## src/rtl/instr_seq_unit_if.sv

```systemverilog
// rtl/instr_seq_unit_if.sv - load/start/result bundle between the sequencer and its host
interface instr_seq_unit_if #(
   parameter int WIDTH  = 8,
   parameter int ADDR_W = 4
);
   logic                   wr_en;
   logic [ADDR_W-1:0]      wr_addr;
   logic [2+2*WIDTH:0]     wr_data;
   logic                   start;
   logic [ADDR_W:0]        prog_len;
   logic                   busy;
   logic                   done;
   logic [2:0]             alu_sel;
   logic                   res_valid;
   logic [ADDR_W-1:0]      res_addr;
   logic [WIDTH-1:0]       res_data;
   logic                   res_carry;
   logic [WIDTH-1:0]       acc_out;

   modport master (
      output wr_en, wr_addr, wr_data, start, prog_len,
      input  busy, done, alu_sel, res_valid, res_addr, res_data, res_carry, acc_out
   );

   modport slave (
      input  wr_en, wr_addr, wr_data, start, prog_len,
      output busy, done, alu_sel, res_valid, res_addr, res_data, res_carry, acc_out
   );
endinterface

```

## src/rtl/instr_seq_unit.sv

```systemverilog
// rtl/instr_seq_unit.sv - instruction memory plus sequencer driving an internal ALU
// Optional INSTR_SEQ_CHAIN_EN: operand a of every instruction after the first is the previous result.
module instr_seq_unit #(
   parameter int WIDTH  = 8,
   parameter int ADDR_W = 4
) (
   input  logic               clk,
   input  logic               reset,
   instr_seq_unit_if.slave    bus
);
   localparam int DEPTH = 2 ** ADDR_W;
   localparam int IW    = 3 + 2 * WIDTH;
   localparam int CW    = $clog2(WIDTH) + 1;

   typedef enum logic [2:0] {S_IDLE, S_FETCH, S_DIV, S_EXEC, S_FIN} state_t;
   state_t state, state_nxt;

   logic [IW-1:0]     mem [DEPTH];
   logic [IW-1:0]     fetch_word;
   logic [WIDTH-1:0]  a_eff;
   logic [ADDR_W-1:0] pc;
   logic [ADDR_W:0]   len, pc_inc;
   logic [2:0]        op;
   logic [WIDTH-1:0]  a, b;
   logic [WIDTH-1:0]  rem, quo, rem_nxt, quo_nxt;
   logic [WIDTH:0]    shifted, trial;
   logic [CW-1:0]     cnt;
   logic [WIDTH:0]    sum;
   logic [2*WIDTH-1:0] prod;
   logic [WIDTH-1:0]  alu_r;
   logic              alu_c;
   logic              res_valid_q, res_carry_q, done_q;
   logic [ADDR_W-1:0] res_addr_q;
   logic [WIDTH-1:0]  res_data_q, acc_q;

   always_ff @(posedge clk) begin
      if (state == S_IDLE && bus.wr_en)
         mem[bus.wr_addr] <= bus.wr_data;
   end

   assign fetch_word = mem[pc];
   assign pc_inc     = {1'b0, pc} + (ADDR_W+1)'(1);

`ifdef INSTR_SEQ_CHAIN_EN
   assign a_eff = (pc != '0) ? acc_q : fetch_word[2*WIDTH-1:WIDTH];
`else
   assign a_eff = fetch_word[2*WIDTH-1:WIDTH];
`endif

   // One restoring-division step per DIV cycle; quotient bits shift in from the right.
   assign shifted = {rem, quo[WIDTH-1]};
   assign trial   = shifted - {1'b0, b};
   assign rem_nxt = trial[WIDTH] ? shifted[WIDTH-1:0] : trial[WIDTH-1:0];
   assign quo_nxt = {quo[WIDTH-2:0], ~trial[WIDTH]};

   assign sum  = {1'b0, a} + {1'b0, b};
   assign prod = {{WIDTH{1'b0}}, a} * {{WIDTH{1'b0}}, b};

   always_comb begin
      alu_r = '0;
      alu_c = 1'b0;
      case (op)
         3'b000: begin alu_r = sum[WIDTH-1:0]; alu_c = sum[WIDTH]; end
         3'b001: begin alu_r = a - b; alu_c = (a < b); end
         3'b010: alu_r = a & b;
         3'b011: alu_r = a | b;
         3'b100: alu_r = a ^ b;
         3'b101: begin alu_r = prod[WIDTH-1:0]; alu_c = |prod[2*WIDTH-1:WIDTH]; end
         3'b110: begin
            if (b == '0) begin
               alu_r = '1;
               alu_c = 1'b1;
            end else begin
               alu_r = quo;
            end
         end
         default: alu_r = WIDTH'({(a < b), (a > b), (a == b)});
      endcase
   end

   always_ff @(posedge clk) begin
      if (reset) state <= S_IDLE;
      else       state <= state_nxt;
   end

   always_comb begin
      state_nxt = state;
      case (state)
         S_IDLE:  if (bus.start) state_nxt = (bus.prog_len == '0) ? S_FIN : S_FETCH;
         S_FETCH: state_nxt = (fetch_word[IW-1:IW-3] == 3'b110) ? S_DIV : S_EXEC;
         S_DIV:   if (cnt == CW'(WIDTH-1)) state_nxt = S_EXEC;
         S_EXEC:  state_nxt = (pc_inc == len) ? S_FIN : S_FETCH;
         S_FIN:   state_nxt = S_IDLE;
         default: state_nxt = S_IDLE;
      endcase
   end

   always_ff @(posedge clk) begin
      if (reset) begin
         pc          <= '0;
         len         <= '0;
         op          <= '0;
         a           <= '0;
         b           <= '0;
         rem         <= '0;
         quo         <= '0;
         cnt         <= '0;
         res_valid_q <= 1'b0;
         res_addr_q  <= '0;
         res_data_q  <= '0;
         res_carry_q <= 1'b0;
         acc_q       <= '0;
         done_q      <= 1'b0;
      end else begin
         res_valid_q <= 1'b0;
         done_q      <= 1'b0;
         case (state)
            S_IDLE: begin
               if (bus.start) begin
                  pc    <= '0;
                  acc_q <= '0;
                  len   <= (bus.prog_len > (ADDR_W+1)'(DEPTH)) ? (ADDR_W+1)'(DEPTH) : bus.prog_len;
               end
            end
            S_FETCH: begin
               op  <= fetch_word[IW-1:IW-3];
               a   <= a_eff;
               b   <= fetch_word[WIDTH-1:0];
               rem <= '0;
               quo <= a_eff;
               cnt <= '0;
            end
            S_DIV: begin
               rem <= rem_nxt;
               quo <= quo_nxt;
               cnt <= cnt + CW'(1);
            end
            S_EXEC: begin
               res_valid_q <= 1'b1;
               res_addr_q  <= pc;
               res_data_q  <= alu_r;
               res_carry_q <= alu_c;
               acc_q       <= alu_r;
               pc          <= pc + ADDR_W'(1);
            end
            S_FIN:   done_q <= 1'b1;
            default: ;
         endcase
      end
   end

   assign bus.busy      = (state != S_IDLE);
   assign bus.done      = done_q;
   assign bus.alu_sel   = op;
   assign bus.res_valid = res_valid_q;
   assign bus.res_addr  = res_addr_q;
   assign bus.res_data  = res_data_q;
   assign bus.res_carry = res_carry_q;
   assign bus.acc_out   = acc_q;
endmodule
```

## src/flat_wrapper.sv

```systemverilog
// flat-port wrapper written by rule: the top's interface ports become plain ports
module instr_seq_unit_flat 
#(
   parameter int WIDTH  = 8,
   parameter int ADDR_W = 4
)
  (clk, reset, bus_wr_en, bus_wr_addr, bus_wr_data, bus_start, bus_prog_len, bus_busy, bus_done, bus_alu_sel, bus_res_valid, bus_res_addr, bus_res_data, bus_res_carry, bus_acc_out);
  instr_seq_unit_if #(.WIDTH(WIDTH), .ADDR_W(ADDR_W)) bus_i ();
  input  logic clk;
  input  logic reset;
  input wire logic [$bits(bus_i.wr_en)-1:0] bus_wr_en;
  input wire logic [$bits(bus_i.wr_addr)-1:0] bus_wr_addr;
  input wire logic [$bits(bus_i.wr_data)-1:0] bus_wr_data;
  input wire logic [$bits(bus_i.start)-1:0] bus_start;
  input wire logic [$bits(bus_i.prog_len)-1:0] bus_prog_len;
  output wire logic [$bits(bus_i.busy)-1:0] bus_busy;
  output wire logic [$bits(bus_i.done)-1:0] bus_done;
  output wire logic [$bits(bus_i.alu_sel)-1:0] bus_alu_sel;
  output wire logic [$bits(bus_i.res_valid)-1:0] bus_res_valid;
  output wire logic [$bits(bus_i.res_addr)-1:0] bus_res_addr;
  output wire logic [$bits(bus_i.res_data)-1:0] bus_res_data;
  output wire logic [$bits(bus_i.res_carry)-1:0] bus_res_carry;
  output wire logic [$bits(bus_i.acc_out)-1:0] bus_acc_out;
  assign bus_i.wr_en = bus_wr_en;
  assign bus_i.wr_addr = bus_wr_addr;
  assign bus_i.wr_data = bus_wr_data;
  assign bus_i.start = bus_start;
  assign bus_i.prog_len = bus_prog_len;
  assign bus_busy = bus_i.busy;
  assign bus_done = bus_i.done;
  assign bus_alu_sel = bus_i.alu_sel;
  assign bus_res_valid = bus_i.res_valid;
  assign bus_res_addr = bus_i.res_addr;
  assign bus_res_data = bus_i.res_data;
  assign bus_res_carry = bus_i.res_carry;
  assign bus_acc_out = bus_i.acc_out;
  instr_seq_unit #(.WIDTH(WIDTH), .ADDR_W(ADDR_W)) u_core (.clk(clk), .reset(reset), .bus(bus_i));
endmodule
```

## config.mk

```make
export PLATFORM = sky130hd
export DESIGN_NAME = instr_seq_unit_flat
export DESIGN_NICKNAME = d
export VERILOG_FILES = /design/src/rtl/instr_seq_unit_if.sv /design/src/rtl/instr_seq_unit.sv /design/src/flat_wrapper.sv
export SDC_FILE = /design/constraint.sdc
export NUM_CORES = 1
export LEC_CHECK = 0
export BUFFER_PORTS_ARGS = -buffer_cell sky130_fd_sc_hd__buf_2
export CORE_MARGIN = 2
export CORE_UTILIZATION = 60
export CTS_CLUSTER_DIAMETER = 80
export DETAILED_ROUTE_END_ITERATION = 10
export GPL_ROUTABILITY_DRIVEN = 0
export PLACE_DENSITY = 0.77
export SETUP_SLACK_MARGIN = 0.4
export SLEW_MARGIN = 20
export SYNTH_ARGS = -nofsm -noshare
export SYNTH_HDL_FRONTEND = slang
export SYNTH_SLANG_ARGS = --single-unit
```

## constraint.sdc

```tcl
create_clock -name clk -period 4.85 [get_ports clk]
set_input_delay 0 -clock clk [delete_from_list [all_inputs] [get_ports clk]]
set_output_delay 0 -clock clk [all_outputs]
set_load 0.005 [all_outputs]
```

==> results by group <==
Critical path
  • CP max FO: 8
  • CP Class: reg -> reg
  • Setup crit start kind: flop
  • Data arrival, critical path: between 4 and 5 ns
  • CP required: 5.22 ns
  • Crit end category: flop

Clock tree
  • Clock latency on the worst-skew pair: ~0.55 ns
  • CTS buffer count: 40
  • Clock Pin Slew Worst Setup and Hold Paths: approximately 0.050 ns
  • CTS sink cnt: 382
  • CTS root buf: clkbuf_16
  • CTS tree: done
  • H-tree levels: 2
  • CTS max path bufs: 3

Global route
  • First-pass GRT wire length: 65160 um
  • Initial antenna violation count: 0
  • Largest net degree at the start of global routing: 66
  • Vias in the first global route: 11406
  • Overflow after GRT: 0
  • All-layer global routing usage: 0.2787

Pwr
  • Leak pwr: slightly above 7 nW
  • PwrDens: 375.7 nW/um2
  • VDD IR max: 0.3314 mV

STA
  • Slew HR: 0.2914
  • Final worst-path cycle share: 0.8974
  • Maximum clock frequency: roughly 230 MHz
  • Setup Viol. Count Final: 0
  • Worst-Margin Slew: between 1 and 1.5 ns
  • Slew Viols, Final: 0
  • RSZ-0062 raised after global routing: false
  • Worst Slack Setup Final: approximately 0.50 ns
  • Min cycle time layout: ~4.4 ns
  • Final Hold Fails: 0
  • Setup Skew: roughly 0.045 ns
  • Setup TNS: 0 ns

Flow run
  • Max-cap viol count: 0

Yosys
  • Syn Inst Count: between 1000 and 1500
  • Post-synthesis register bit count: roughly 380
  • Post-synth EDFFs: just over 300
  • Syn avg cell area: ~14 um2
  • Top FF cell, synth: edfxtp_1
  • Seq/Total Area, Yosys: 0.5931
  • Post-synth ARST share: 0
  • Yosys warns: 0
  • Synthesized Nets: 1416
  • Post-Syn Area: ~18000 um2
  • Unique masters post-synth: between 60 and 70

Route
  • Total Routed Length: 42420 um
  • Via count: 11332
  • DRT Pass-1 Iters: 7
  • ANT nets after route: 0
  • First DRT Iteration DRCs: ~1200
  • Drt via density: between 6 and 7
  • Remaining DRCs: 0
  • WL/cell: 23.45 um

Finish
  • Most frequent cells in the layout: 304 x edfxtp_1, 122 x nand2_1, 95 x mux4_2, 83 x a21oi_1, 81 x inv_1
  • Design Area, Final: around 21000 um2
  • Layout Nets: around 1500
  • Commonest non-fill, non-tap cell in the layout: edfxtp_1
  • Layout cells sized above 1: 0.2121
  • Antenna cells: 0
  • Area grow syn2layout: 14.19%
  • Layout Cells excl Fill: about 1800

Die
  • Core ar.: around 30000 um2
  • FP Rows: 63
  • DIE WIDTH: 177.3 um
  • Initial core utilization: 0.6081
  • Chip height: around 180 um
  • Die area: about 31000 um2
  • I/O pin total: 59

Run status
  • Outcome: finished clean

Place
  • Input/output buffers: 58
  • Placed Instance Area: about 19000 um2
  • DP Wirelength: ~27000 um
  • DP Cell Count: roughly 1700
  • DP Worst Slack: approximately 0.12 ns

Hold path
  • Hold WC Path Type: in -> reg
[registers in the layout (all words and copies together), names as in the netlist, 3 cells and up, named ones only]
signal,cells
u_core.bus.res_data,8
u_core.state,3
u_core.bus.res_addr,4
u_core.a,8
u_core.quo,8
u_core.rem,8
u_core.len,5
u_core.bus.acc_out,8
u_core.mem,304
u_core.cnt,4
u_core.b,8
u_core.bus.alu_sel,3
u_core.pc,4
[metal layers]
| metal | GRT usage | part of all wire | wire length, um |
|---|---|---|---|
| met4 | 0.1069 | 0.038 | 1600 |
| met5 | 0 | 0 | 0 |
| met1 | 0.3556 | 0.37 | 15900 |
| met2 | 0.4794 | 0.51 | 21490 |
| met3 | 0.04949 | 0.081 | 3434 |
[cells in the mapped netlist, types with 12 or more instances]
library cell,number,share of area
o211ai_1,12,0.0050
o21ai_0,29,0.0081
dfxtp_1,78,0.087
nor3_1,19,0.0053
nor2_1,95,0.020
ha_1,70,0.049
xnor2_1,16,0.0078
fa_1,39,0.043
mux4_2,95,0.12
nand2_1,122,0.025
a21oi_1,83,0.023
inv_1,87,0.018
nand3_1,19,0.0053
edfxtp_1,304,0.51
clkbuf_1,30,0.0062
[logic make-up after synthesis]
group                      count (synthesis)  share of synthesized area
DFF                                      382                     0.5931
adders and majority gates                109                    0.09191
AOI/OAI and AO/OA                        204                    0.07137
muxes                                    104                     0.1237
buffers and inverters                    143                    0.03172
xor gates and xnor gates                  23                    0.01118
and+or+nand+nor                          310                    0.07699
[through the flow]
step                hold slack (ns)  utilization  total power, W
floorplan                   0.09578            -        0.004495
global placement             0.3077       0.6377        0.004773
detailed placement           0.3157       0.6377        0.004797
CTS                         0.09904       0.6913        0.007735
global route                 0.1227       0.6944        0.008026
finish                      0.09648       0.6944        0.007732
[critical path: stages (launching register included)]
cell       delay (ns)
dfxtp_2          0.43
nand2_1          0.11
fa_1             0.50
fa_1             0.53
fa_1             0.55
inv_1            0.06
fa_1             0.58
ha_4             0.24
a2111oi_2        0.41
a31o_2           0.25
mux2i_1          0.09
nor4_1           0.30
a41oi_1          0.16
[layout make-up]
class,instances,area [um2]
inverters,92,357.8
well taps,390,488.0
clock buffers,51,1052
clock inverters,22,216.5
repair buffers,122,838.3
flip-flops and latches,382,10730
multi-input cells,750,6900
fillers,1977,9057
[timing repair]
action                                 4_1_cts  5_1_grt
hold buffers                                27        0
pin swaps                                    2        9
gates resized for setup                     23       18
endpoints found under the hold margin      310        0
buffers inserted                             0        2
setup endpoints to repair                    1        1
[power breakdown]
part	leakage (nW)	switching, W	internal [W]
sequential	3.38	0.000106	0.00362
combinational	3.19	0.000647	0.000416
clock	0.616	0.00123	0.00171
total	7.19	0.00199	0.00575
[final timing paths]
| kind | start | endpoint | slack (ns) | cells after the start |
|---|---|---|---|---|
| hold / removal | reset | u_core.cnt[0] | 0.1 | 3 |
| setup reg to reg | u_core.b[6] | u_core.bus.res_carry | 0.50 | 12 |
| hold reg to reg | u_core.bus.res_data[4] | u_core.bus.res_data[4] | 0.44 | 2 |
| setup / recovery | u_core.b[6] | u_core.bus.res_carry | 0.50 | 12 |
(Power assumes the default switching activity.)
